$ cat config.mk
export PLATFORM = sky130hd
export DESIGN_NAME = tff_bank
export DESIGN_NICKNAME = d
export VERILOG_FILES = /design/src/rtl/tff_pkg.sv /design/src/rtl/tff_cell.sv /design/src/rtl/tff_bank.sv
export SDC_FILE = /design/constraint.sdc
export NUM_CORES = 1
export LEC_CHECK = 0
export CAP_MARGIN = 20
export CORE_UTILIZATION = 61
export CTS_BUF_LIST = sky130_fd_sc_hd__clkbuf_16
export DETAILED_ROUTE_END_ITERATION = 10
export DONT_BUFFER_PORTS = 1
export PLACE_DENSITY = 0.81
export SETUP_SLACK_MARGIN = 0.3
export SYNTH_ARGS = -nofsm -noshare
export SYNTH_HDL_FRONTEND = slang
export SYNTH_SLANG_ARGS = --single-unit
export TNS_END_PERCENT = 100
$ cat constraint.sdc
create_clock -name clk -period 2.2 [get_ports clk]
set_input_delay 0.44 -clock clk [delete_from_list [all_inputs] [get_ports clk]]
set_output_delay 0.44 -clock clk [all_outputs]
set_load 0.02 [all_outputs]
$ cat src/rtl/tff_pkg.sv
// -----------------------------------------------------------------------------
// tff_pkg
// Shared definitions for the T flip-flop bank: the operating-mode encoding
// used by tff_bank and by anything that drives its mode input.
// -----------------------------------------------------------------------------
package tff_pkg;

  localparam int MODE_W = 2;

  // Operating mode of the bank. The enumerators double as the mode constants.
  typedef enum logic [MODE_W-1:0] {
    MODE_TOGGLE = 2'b00,
    MODE_UP     = 2'b01,
    MODE_DOWN   = 2'b10,
    MODE_LOAD   = 2'b11
  } tff_mode_e;

endpackage : tff_pkg

$ cat src/rtl/tff_cell.sv
// -----------------------------------------------------------------------------
// tff_cell
// Single T flip-flop with parallel load. State changes on the falling edge
// of clk. Priority: rst low > ld > tog > hold.
//
// Ports
//   clk  in   clock (falling-edge active)
//   rst  in   synchronous reset, active-low
//   tog  in   toggle request
//   ld   in   load request (overrides tog)
//   d    in   load data
//   q    out  cell state (registered)
// -----------------------------------------------------------------------------
module tff_cell (
  input  logic clk,
  input  logic rst,
  input  logic tog,
  input  logic ld,
  input  logic d,
  output logic q
);

  logic q_q;
  logic q_d;

  // Next-state selection: load beats toggle, otherwise hold.
  always_comb begin
    q_d = q_q;
    if (ld) begin
      q_d = d;
    end else if (tog) begin
      q_d = ~q_q;
    end else begin
      q_d = q_q;
    end
  end

  // State register with synchronous active-low reset on the falling edge.
  always_ff @(negedge clk) begin
    if (!rst) begin
      q_q <= 1'b0;
    end else begin
      q_q <= q_d;
    end
  end

  assign q = q_q;

endmodule : tff_cell

$ cat src/rtl/tff_bank.sv
// -----------------------------------------------------------------------------
// tff_bank
// Bank of WIDTH T flip-flops that can toggle independently, count up or down
// as a synchronous T-cascade, or take a parallel load. All state updates on
// the falling edge of clk.
//
// Build option
//   TFF_BANK_SAT_EN  when defined, UP/DOWN saturate at all-ones / zero instead
//                    of rolling over; tc still asserts and wrap never rises.
//
// Parameters
//   WIDTH  number of cells, must be >= 2
//
// Ports
//   clk   in   clock (falling-edge active)
//   rst   in   synchronous reset, active-low
//   en    in   enable for TOGGLE/UP/DOWN (ignored by LOAD)
//   mode  in   00 TOGGLE, 01 UP, 10 DOWN, 11 LOAD
//   t     in   per-bit toggle requests (TOGGLE mode only)
//   d     in   parallel load data
//   q     out  cell state (registered)
//   qbar  out  ~q (combinational)
//   tc    out  terminal count (combinational from q, mode, en)
//   wrap  out  one-cycle registered pulse on rollover
// -----------------------------------------------------------------------------
module tff_bank
  import tff_pkg::*;
#(
  parameter int WIDTH = 8
) (
  input  logic             clk,
  input  logic             rst,
  input  logic             en,
  input  logic [1:0]       mode,
  input  logic [WIDTH-1:0] t,
  input  logic [WIDTH-1:0] d,
  output logic [WIDTH-1:0] q,
  output logic [WIDTH-1:0] qbar,
  output logic             tc,
  output logic             wrap
);

  tff_mode_e        mode_s;
  logic [WIDTH-1:0] q_s;
  logic [WIDTH-1:0] ones_pre_s;   // bit i: all of q[i-1:0] are 1
  logic [WIDTH-1:0] zeros_pre_s;  // bit i: all of q[i-1:0] are 0
  logic [WIDTH-1:0] tog_raw_s;
  logic [WIDTH-1:0] tog_s;
  logic             ld_s;
  logic             tc_s;
  logic             wrap_d;
  logic             wrap_q;

  assign mode_s = tff_mode_e'(mode);
  assign ld_s   = (mode_s == MODE_LOAD);

  // Prefix AND of lower bits, which is the T-cascade carry/borrow chain.
  // A running accumulator keeps the chain free of vector self-reference.
  always_comb begin
    logic acc_ones;
    logic acc_zeros;
    acc_ones    = 1'b1;
    acc_zeros   = 1'b1;
    ones_pre_s  = '0;
    zeros_pre_s = '0;
    for (int i = 0; i < WIDTH; i++) begin
      ones_pre_s[i]  = acc_ones;
      zeros_pre_s[i] = acc_zeros;
      acc_ones       = acc_ones & q_s[i];
      acc_zeros      = acc_zeros & ~q_s[i];
    end
  end

  // Terminal count: counter sits at its rollover value in an enabled count mode.
  always_comb begin
    tc_s = 1'b0;
    if (en) begin
      case (mode_s)
        MODE_UP:     tc_s = &q_s;
        MODE_DOWN:   tc_s = ~(|q_s);
        MODE_TOGGLE: tc_s = 1'b0;
        MODE_LOAD:   tc_s = 1'b0;
        default:     tc_s = 1'b0;
      endcase
    end else begin
      tc_s = 1'b0;
    end
  end

  // Per-cell toggle enables for the enabled non-load modes.
  always_comb begin
    tog_raw_s = '0;
    if (en) begin
      case (mode_s)
        MODE_TOGGLE: tog_raw_s = t;
        MODE_UP:     tog_raw_s = ones_pre_s;
        MODE_DOWN:   tog_raw_s = zeros_pre_s;
        MODE_LOAD:   tog_raw_s = '0;
        default:     tog_raw_s = '0;
      endcase
    end else begin
      tog_raw_s = '0;
    end
  end

`ifdef TFF_BANK_SAT_EN
  // At the terminal count the cascade would roll over, so freeze it instead.
  assign tog_s = tc_s ? '0 : tog_raw_s;
`else
  assign tog_s = tog_raw_s;
`endif

  // Rollover pulse: follows tc unless this edge is a load.
  always_comb begin
    wrap_d = 1'b0;
    if (ld_s) begin
      wrap_d = 1'b0;
    end else begin
`ifdef TFF_BANK_SAT_EN
      wrap_d = 1'b0;
`else
      wrap_d = tc_s;
`endif
    end
  end

  // Rollover pulse register, cleared by reset.
  always_ff @(negedge clk) begin
    if (!rst) begin
      wrap_q <= 1'b0;
    end else begin
      wrap_q <= wrap_d;
    end
  end

  for (genvar i = 0; i < WIDTH; i++) begin : g_cell
    tff_cell u_cell (
      .clk (clk),
      .rst (rst),
      .tog (tog_s[i]),
      .ld  (ld_s),
      .d   (d[i]),
      .q   (q_s[i])
    );
  end

  assign q    = q_s;
  assign qbar = ~q_s;
  assign tc   = tc_s;
  assign wrap = wrap_q;

endmodule : tff_bank
==> impl_metrics.env, run 1 <==
export IMPL_synth_edf_count=0
export IMPL_routabilityCongestion=0.843
export IMPL_mappedNetlistArea_um2=856
export IMPL_post_place_ws_ns=-0.638
export IMPL_synth_cells=108
export IMPL_status="aborted with a tool error"
export IMPL_die_h_um=39.5
export IMPL_ys_flop_type="dfxtp_1"
export IMPL_numCtsBuffers=3
export IMPL_die_width_um=39.5
export IMPL_numPortBuffers=0
export IMPL_synth_seq_cells=9
export IMPL_async_flop_share_pct=0
export IMPL_hold_buffers=0
export IMPL_ys_warnings_count=0
export IMPL_synth_area_per_cell_um2=7.92
export IMPL_core_rowCount=13
export IMPL_failing_step="4_1_cts"
export IMPL_htreeDepth=1
export IMPL_clock_sink_count=9
export IMPL_cts_resized_gates=45
export IMPL_root_buffer="clkbuf_16"
export IMPL_io_pins=39
export IMPL_clock_path_buffers=2
export IMPL_synth_fp_nets=133
export IMPL_initial_utilization_pct=65.8
export IMPL_post_cts_buffers=6
export IMPL_seq_area_frac_synth_pct=21.1
export IMPL_stop_error="[ERROR DPL-0038] Utilization greater than 100%, impossible to legalize"
export IMPL_yosysUniqueCellTypes=37
export IMPL_dp_hpwl_um=1870
==> kinds of logic after synthesis <==
| kind of cell | after synthesis | synth area share (%) |
|---|---|---|
| simple gates | 35 | 26.0 |
| mux | 3 | 3.95 |
| compound gates | 26 | 22.8 |
| fa+ha+maj | 4 | 5.85 |
| flops | 9 | 21.1 |
| xor+xnor | 4 | 4.09 |
| buf+inv | 27 | 16.2 |
==> cells in the mapped netlist (2+ instances only) <==
library cell,n,area [um^2]
clkbuf_1,4,15.0
mux2_2,3,33.8
nand2b_1,8,50.1
o211a_1,2,20.0
nor2_1,4,15.0
nor3_1,2,10.0
inv_1,13,48.8
o21a_1,4,30.0
ha_1,4,50.1
and4_1,2,17.5
a21o_1,2,15.0
o21ai_0,4,20.0
and3_1,3,18.8
a21oi_1,3,15.0
dfxtp_1,9,180
xnor2_1,4,35.0
o311ai_0,3,26.3
buf_4,8,60.1
nand3_1,6,30.0
nand2_1,2,7.51
or4_1,2,15.0
==> per-stage QoR <==
stage / TNS (ns) / area (um^2) / utilization [%] / cells
after floorplan: -4.06 / 1080 / - / 108
after global placement: -5.24 / 1150 / 88.2 / 133
after detailed placement: -5.40 / 1150 / 88.2 / 133
==> inputs of run 2 (changes only) <==
Settings changed: CORE_AREA from default to 2 2 63 65, CORE_UTILIZATION 61 to default, CTS_BUF_LIST sky130_fd_sc_hd__clkbuf_16 to default, DIE_AREA from default to 0 0 65 67, PLACE_DENSITY 0.81 to default, PLACE_DENSITY_LB_ADDON from default to 0.15, SETUP_SLACK_MARGIN 0.3 to default.
==> impl_metrics.env, run 2 <==
export IMPL_mappedNetlistArea_um2=856
export IMPL_arrival_ns=2.70
export IMPL_use_met2_pct=25.0
export IMPL_htreeDepth=1
export IMPL_grt_usage_pct=13.9
export IMPL_clock_sink_count=9
export IMPL_synth_fp_nets=133
export IMPL_fin_nets=164
export IMPL_netlist_area_leader_share_pct=21.1
export IMPL_yosysTopAreaCell="dfxtp_1"
export IMPL_ys_flop_type="dfxtp_1"
export IMPL_clk_pin_slew_ns=0.04
export IMPL_stdcell_area_um2=1530
export IMPL_cpMaxStageDelayCell="or4b_4"
export IMPL_min_delay_start="g_cell[7].u_cell.q"
export IMPL_leakagePower_nw=0.650
export IMPL_busiest_layer="met2"
export IMPL_final_cell_mix="15 x buf_4, 13 x inv_1, 9 x buf_6"
export IMPL_hold_end="g_cell[7].u_cell.q"
export IMPL_hold_buffers=0
export IMPL_slowest_delay_ns=0.57
export IMPL_drc=0
export IMPL_p_total_uw=797
export IMPL_peakVddDrop_mv=0.170
export IMPL_holdWs_ns=0.660
export IMPL_skew_ns=0.0162
export IMPL_seq_area_frac_synth_pct=21.1
export IMPL_synth_edf_count=0
export IMPL_num_vias=913
export IMPL_path_class="register to primary output"
export IMPL_drv_cap=0
export IMPL_synth_seq_cells=9
export IMPL_placed_area_um2=1210
export IMPL_seqPwrFrac_pct=25.4
export IMPL_netSwitchingFraction_pct=37.8
export IMPL_synth_area_per_cell_um2=7.92
export IMPL_pwr_share_clk_pct=33.4
export IMPL_grt_pass1_vias=972
export IMPL_yosys_top_cells_area="dfxtp_1 21%, buf_4 7.0%, ha_1 5.8%"
export IMPL_timing_reg2reg_setup_slack_ns=0.57
export IMPL_p_per_area_nw_per_um2=522
export IMPL_worstSetupStartpoint="g_cell[2].u_cell.q"
export IMPL_netSwitchingPower_uw=302
export IMPL_p_int_uw=496
export IMPL_vias_per_cell=4.91
export IMPL_worst_pin_slew_ns=0.340
export IMPL_gr_usage_met3_pct=7.26
export IMPL_drt_first_pass_iters=4
export IMPL_largest_reg_flops=8
export IMPL_min_path_type="register to register"
export IMPL_rr_worst_depth=6
export IMPL_yosysUniqueCellTypes=37
export IMPL_cts_tree="yes"
export IMPL_clock_latency_ns=0.32
export IMPL_rsz0062_at_grt="yes"
export IMPL_antenna_found_initial=0
export IMPL_numCtsBuffers=3
export IMPL_reg2reg_to="g_cell[4].u_cell.q"
export IMPL_numPortBuffers=0
export IMPL_maxSlewViolCount=0
export IMPL_stdcell_count=186
export IMPL_cp_buffers_inverters=0
export IMPL_violations="negative setup slack"
export IMPL_routabilityCongestion=0.861
export IMPL_drt_iter0_drc=20
export IMPL_combPwrFrac_pct=41.3
export IMPL_setup_ws_ns=-0.935
export IMPL_grt_util_met1_pct=12.9
export IMPL_setup_worst_path_end_class="primary output"
export IMPL_place_inst=172
export IMPL_min_path_cells=3
export IMPL_final_core_util_pct=42.3
export IMPL_dp_hpwl_um=2180
export IMPL_core_rowCount=22
export IMPL_wl_um=2850
export IMPL_synth_cells=108
export IMPL_path_cells="or4b_4 > nor3_4 > o221a_4"
export IMPL_initial_utilization_pct=23.7
export IMPL_crit_path_start_kind="register"
export IMPL_setup_violations=27
export IMPL_path_max_fanout=3
export IMPL_ant_nets=0
export IMPL_hold_violations=0
export IMPL_r2r_start="g_cell[2].u_cell.q"
export IMPL_required_ns=1.76
export IMPL_ys_warnings_count=0
export IMPL_antenna_cells=0
export IMPL_maxSlewHeadroom_pct=77.3
export IMPL_io_pins=39
export IMPL_status="finished with violations"
export IMPL_die_h_um=67
export IMPL_async_flop_share_pct=0
export IMPL_die_width_um=65
export IMPL_grt_max_degree=13
export IMPL_grt_overflow=0
export IMPL_dieArea_um2=4360
export IMPL_drive_gt1_share_pct=54.3
export IMPL_cp_top_family="simple AND/OR/NAND/NOR gates"
export IMPL_grt_first_pass_wirelength_um=4460
export IMPL_area_delta_synth_final_pct=78.4
export IMPL_clock_path_buffers=2
export IMPL_root_buffer="clkbuf_8"
export IMPL_core_area_um2=3610
export IMPL_routedWlPerCell_um=15.3
export IMPL_ys_top_cells_by_count="13 x inv_1, 9 x dfxtp_1, 8 x buf_4, 8 x nand2b_1, 6 x nand3_1"
export IMPL_final_common_cell="buf_4"
export IMPL_yosysMostFrequentCell="inv_1"
==> run 2: cell type report <==
type	instances	area [um^2]
tap	48	60.1
fill	351	2080
clock buffer	3	41.3
sequential	9	201
timing repair buffer	31	344
inverter	13	133
clock inverter	10	37.5
multi-input combinational	72	709
==> run 2: cell families (layout without fill, tap and decap cells) <==
family | count (synthesis) | count (layout) | share of synthesized area, %
simple gates | 35 | 35 | 26.0
buf+inv | 27 | 57 | 16.2
compound gates | 26 | 26 | 22.8
flops | 9 | 9 | 21.1
fa+ha+maj | 4 | 4 | 5.85
xor+xnor | 4 | 4 | 4.09
mux | 3 | 3 | 3.95
==> run 2: worst reg2reg max path, cell delays in order, from the launching register on <==
cell and delay [ns]:
dfxtp_2 0.33, or4b_4 0.57, buf_6 0.14, buf_6 0.10
a2bb2oi_2 0.13, nand3_1 0.09, a31oi_1 0.18
==> run 2: what timing repair did <==
| item | 4_1_cts | 5_1_grt |
|---|---|---|
| setup endpoints to repair | 27 | 27 |
| buffers inserted | 1 | 4 |
| gates resized for setup | 55 | 14 |
| pin swaps | 11 | 11 |
==> run 2: routing by layer <==
metal | vias to the layer above | share of wire [%]
li1 | 441 | -
met1 | 434 | 38
met2 | 32 | 52
met3 | 6 | 8.1
met4 | 0 | 1.5
met5 | - | 0
==> run 2: worst max path at each step <==
stage / to / slack (ns) / cells past startpoint
2_1_floorplan: tc / -0.63 / 4
3_3_place_gp: tc / -0.62 / 3
3_5_place_dp: g_cell[4].u_cell.q / -0.67 / 7
4_1_cts: tc / -0.92 / 3
5_1_grt: tc / -0.99 / 3
6_report: tc / -0.94 / 3
==> run 2: power groups by stage <==
stage	Sequential (mW)	Clock [mW]	Combinational, mW
2_1_floorplan	0.202	0.0280	0.192
3_3_place_gp	0.195	0.0280	0.253
3_5_place_dp	0.195	0.0280	0.256
4_1_cts	0.201	0.279	0.313
5_1_grt	0.204	0.302	0.353
6_report	0.202	0.266	0.329
==> run 2: through the flow <==
stage          TNS [ns]  setup slack, ns
2_1_floorplan     -4.06           -0.626
5_1_grt           -7.24           -0.990
3_3_place_gp      -5.40           -0.620
3_5_place_dp      -5.59           -0.666
6_report          -6.19           -0.935
4_1_cts           -5.80           -0.924
Power figures use the tool's default switching activity.
==> inputs of run 3 (changes only) <==
==> constraint.sdc (replaced) <==
create_clock -name clk -period 2.2 [get_ports clk]
set_input_delay 0.22 -clock clk [delete_from_list [all_inputs] [get_ports clk]]
set_output_delay 0.22 -clock clk [all_outputs]
set_load 0.02 [all_outputs]
==> impl_metrics.env, run 3 (synthesis results as in run 2) <==
export IMPL_status="finished with violations"
export IMPL_violations="negative setup slack"
export IMPL_grt_util_met1_pct=14.6
export IMPL_required_ns=1.98
export IMPL_antenna_found_initial=0
export IMPL_cpMaxStageDelayCell="or4_4"
export IMPL_leakagePower_nw=0.612
export IMPL_final_core_util_pct=40.9
export IMPL_vias_per_cell=4.76
export IMPL_worstSetupStartpoint="g_cell[6].u_cell.q"
export IMPL_reg2reg_to="g_cell[5].u_cell.q"
export IMPL_final_common_cell="buf_4"
export IMPL_htreeDepth=1
export IMPL_largest_reg_flops=8
export IMPL_gr_usage_met3_pct=6.93
export IMPL_clock_sink_count=9
export IMPL_grt_usage_pct=13.4
export IMPL_drv_cap=0
export IMPL_routabilityCongestion=0.826
export IMPL_dieArea_um2=4360
export IMPL_maxSlewHeadroom_pct=73.7
export IMPL_drive_gt1_share_pct=54.4
export IMPL_initial_utilization_pct=23.7
export IMPL_setup_ws_ns=-0.712
export IMPL_p_total_uw=774
export IMPL_grt_first_pass_wirelength_um=4350
export IMPL_ant_nets=0
export IMPL_routedWlPerCell_um=15.2
export IMPL_num_vias=875
export IMPL_cp_top_family="simple AND/OR/NAND/NOR gates"
export IMPL_die_h_um=67
export IMPL_busiest_layer="met2"
export IMPL_die_width_um=65
export IMPL_clock_latency_ns=0.31
export IMPL_min_path_type="input pin to primary output"
export IMPL_skew_ns=0.0120
export IMPL_arrival_ns=2.69
export IMPL_slowest_delay_ns=0.56
export IMPL_maxSlewViolCount=0
export IMPL_rr_worst_depth=6
export IMPL_clock_path_buffers=2
export IMPL_grt_max_degree=13
export IMPL_worst_pin_slew_ns=0.393
export IMPL_cts_tree="yes"
export IMPL_numPortBuffers=0
export IMPL_crit_path_start_kind="register"
export IMPL_setup_violations=11
export IMPL_drt_iter0_drc=24
export IMPL_root_buffer="clkbuf_8"
export IMPL_dp_hpwl_um=2110
export IMPL_holdWs_ns=0.567
export IMPL_place_inst=171
export IMPL_drc=0
export IMPL_hold_violations=0
export IMPL_core_rowCount=22
export IMPL_path_max_fanout=2
export IMPL_hold_buffers=0
export IMPL_stdcell_area_um2=1470
export IMPL_path_class="register to primary output"
export IMPL_fillers=354
export IMPL_path_cells="or4_4 > nor3_4 > o221a_4"
export IMPL_placed_area_um2=1200
export IMPL_setup_worst_path_end_class="primary output"
export IMPL_area_delta_synth_final_pct=72.2
export IMPL_core_area_um2=3610
export IMPL_cp_buffers_inverters=0
export IMPL_fin_nets=162
export IMPL_final_cell_mix="18 x buf_4, 12 x inv_1, 8 x nand2b_1"
export IMPL_p_per_area_nw_per_um2=525
export IMPL_numCtsBuffers=3
export IMPL_use_met2_pct=21.8
export IMPL_r2r_start="g_cell[0].u_cell.q"
export IMPL_antenna_cells=0
export IMPL_io_pins=39
export IMPL_grt_overflow=0
export IMPL_rsz0062_at_grt="yes"
export IMPL_crit_cells=3
export IMPL_wl_um=2790
export IMPL_critPathCapture="tc"
export IMPL_grt_pass1_vias=940
export IMPL_clk_pin_slew_ns=0.03
export IMPL_timing_reg2reg_setup_slack_ns=0.51
export IMPL_stdcell_count=184
export IMPL_min_path_cells=1
export IMPL_drt_first_pass_iters=4
export IMPL_peakVddDrop_mv=0.174
## run 3: cell types whose count changed in the layout (fill, tap and decap cells not counted), sizes merged
cell      delta
buf          -2
clkinv       +1
clkinvlp     +3
inv          -4
## run 3: routing by layer
layer  vias up  part of all wire, %
met4         0                 0.97
met1       412                   41
met5         -                    0
met2        26                   51
li1        435                    -
met3         2                  7.3
## run 3: power by group
| part | internal [mW] | total [mW] | switching [mW] |
|---|---|---|---|
| clock network | 0.145 | 0.258 | 0.114 |
| registers | 0.184 | 0.200 | 0.0159 |
| logic | 0.154 | 0.316 | 0.162 |
| total | 0.482 | 0.774 | 0.292 |
## run 3: how the worst min path moves through the flow
| stage | from | endpoint | slack, ns |
|---|---|---|---|
| global placement | en | tc | 0.60 |
| floorplan | g_cell[6].u_cell.q | g_cell[6].u_cell.q | 0.62 |
| global route | en | tc | 0.57 |
| finish | en | tc | 0.57 |
| CTS | en | tc | 0.60 |
| detailed placement | en | tc | 0.60 |
## run 3: area by class of cell
class,instances,area [um^2],area share [%]
multi-input combinational,72,712,48.3
timing repair buffer,29,293,19.9
sequential,9,193,13.1
inverter,13,138,9.34
tap,48,60.1,4.07
clock buffer,3,41.3,2.80
clock inverter,10,37.5,2.55
## run 3: what timing repair did
item                       CTS  global route
pin swaps                    6            10
setup endpoints to repair   15            15
buffers inserted             5             2
resized for setup           37            18
## run 3: metrics by stage
step | setup WS (ns) | TNS (ns)
final | -0.712 | -1.24
after global routing | -0.764 | -1.75
after floorplan | -0.406 | -1.86
after global placement | -0.399 | -3.20
after detailed placement | -0.437 | -3.31
after CTS | -0.718 | -2.12
==> inputs of run 4 (changes only) <==
Settings changed: SETUP_SLACK_MARGIN from default to 0.05.
==> impl_metrics.env, run 4 (synthesis results as in run 2) <==
export IMPL_root_buffer="clkbuf_8"
export IMPL_wl_um=2840
export IMPL_maxSlewViolCount=0
export IMPL_initial_utilization_pct=23.7
export IMPL_die_h_um=67
export IMPL_antenna_found_initial=0
export IMPL_io_pins=39
export IMPL_antenna_cells=0
export IMPL_crit_path_start_kind="register"
export IMPL_grt_max_degree=13
export IMPL_post_place_ws_ns=-0.437
export IMPL_clk_pin_slew_ns=0.03
export IMPL_die_width_um=65
export IMPL_dp_hpwl_um=2110
export IMPL_area_delta_synth_final_pct=81.9
export IMPL_final_cell_mix="19 x buf_4, 12 x inv_1, 8 x nand2b_1"
export IMPL_routabilityCongestion=0.826
export IMPL_core_rowCount=22
export IMPL_grt_pass1_vias=955
export IMPL_setup_ws_ns=-0.711
export IMPL_final_core_util_pct=43.2
export IMPL_drt_iter0_drc=24
export IMPL_p_int_uw=500
export IMPL_drive_gt1_share_pct=56.8
export IMPL_pwr_share_clk_pct=32.3
export IMPL_maxSlewHeadroom_pct=79.1
export IMPL_place_inst=171
export IMPL_grt_first_pass_wirelength_um=4380
export IMPL_stdcell_area_um2=1560
export IMPL_clock_latency_ns=0.31
export IMPL_stdcell_count=187
export IMPL_core_area_um2=3610
export IMPL_finalSetupTns_ns=-1.38
export IMPL_placed_area_um2=1200
export IMPL_dieArea_um2=4360
export IMPL_path_class="register to primary output"
export IMPL_status="finished with violations"
export IMPL_skew_ns=0.0109
export IMPL_vias_per_cell=4.83
export IMPL_p_per_area_nw_per_um2=516
export IMPL_routedWlPerCell_um=15.2
export IMPL_htreeDepth=1
export IMPL_clock_path_buffers=2
export IMPL_grt_overflow=0
export IMPL_netSwitchingFraction_pct=37.8
export IMPL_hold_violations=0
export IMPL_final_common_cell="buf_4"
export IMPL_min_path_type="input pin to primary output"
export IMPL_leakagePower_nw=0.640
export IMPL_combPwrFrac_pct=42.7
export IMPL_fin_nets=165
export IMPL_arrival_ns=2.69
export IMPL_drv_cap=0
export IMPL_clock_sink_count=9
export IMPL_required_ns=1.98
export IMPL_fillers=354
export IMPL_violations="negative setup slack"
export IMPL_worst_pin_slew_ns=0.309
export IMPL_num_vias=904
export IMPL_numPortBuffers=0
export IMPL_grt_usage_pct=13.5
export IMPL_drt_first_pass_iters=4
export IMPL_setup_worst_path_end_class="primary output"
export IMPL_rsz0062_at_grt="yes"
export IMPL_path_max_fanout=2
export IMPL_numCtsBuffers=3
export IMPL_p_total_uw=803
export IMPL_setup_violations=13
export IMPL_largest_reg_flops=8
export IMPL_netSwitchingPower_uw=303
export IMPL_holdWs_ns=0.567
export IMPL_peakVddDrop_mv=0.180
export IMPL_seqPwrFrac_pct=25.0
export IMPL_cts_tree="yes"
export IMPL_drc=0
export IMPL_ant_nets=0
## run 4: worst paths after layout
kind | to | depth (start not counted) | from | slack (ns)
min | tc | 1 | en | 0.57
max reg2reg | g_cell[5].u_cell.q | 7 | g_cell[0].u_cell.q | 0.50
min reg2reg | g_cell[6].u_cell.q | 3 | g_cell[6].u_cell.q | 0.75
max | tc | 3 | g_cell[5].u_cell.q | -0.71
## run 4: timing repair
item                       in CTS  in global routing
hold buffers                    0                  0
pin swaps                       7                 13
setup buffers                   5                  5
setup endpoints to repair      20                 21
cloned                          0                  0
gates resized for setup        45                 23
## run 4: worst max-delay path: stages, from the launching register on
cell and delay [ns]:
dfxtp_2 0.31, or4_4 0.56, nor3_4 0.18, o221a_4 0.24
## run 4: metal layers
layer	up-vias	share of wire, %	track usage [%]
met5	-	0	0
met4	0	0.95	5.85
met3	2	7.4	6.93
met2	26	51	21.8
met1	435	40	14.8
li1	441	-	-
## run 4: area by class of cell
type | count | area (um^2) | area share [%]
flip-flops and latches | 9 | 193 | 12.4
repair buffers | 32 | 335 | 21.5
multi-input cells | 72 | 737 | 47.3
well taps | 48 | 60.1 | 3.86
clock buffers | 3 | 41.3 | 2.65
inverters | 13 | 153 | 9.81
clock inverters | 10 | 37.5 | 2.41
## run 4: power groups by stage
stage | combinational, mW | sequential, mW | clock [mW]
after global placement | 0.248 | 0.195 | 0.0280
after CTS | 0.310 | 0.199 | 0.274
after floorplan | 0.192 | 0.202 | 0.0280
final | 0.343 | 0.201 | 0.259
after global routing | 0.366 | 0.202 | 0.296
after detailed placement | 0.251 | 0.195 | 0.0280
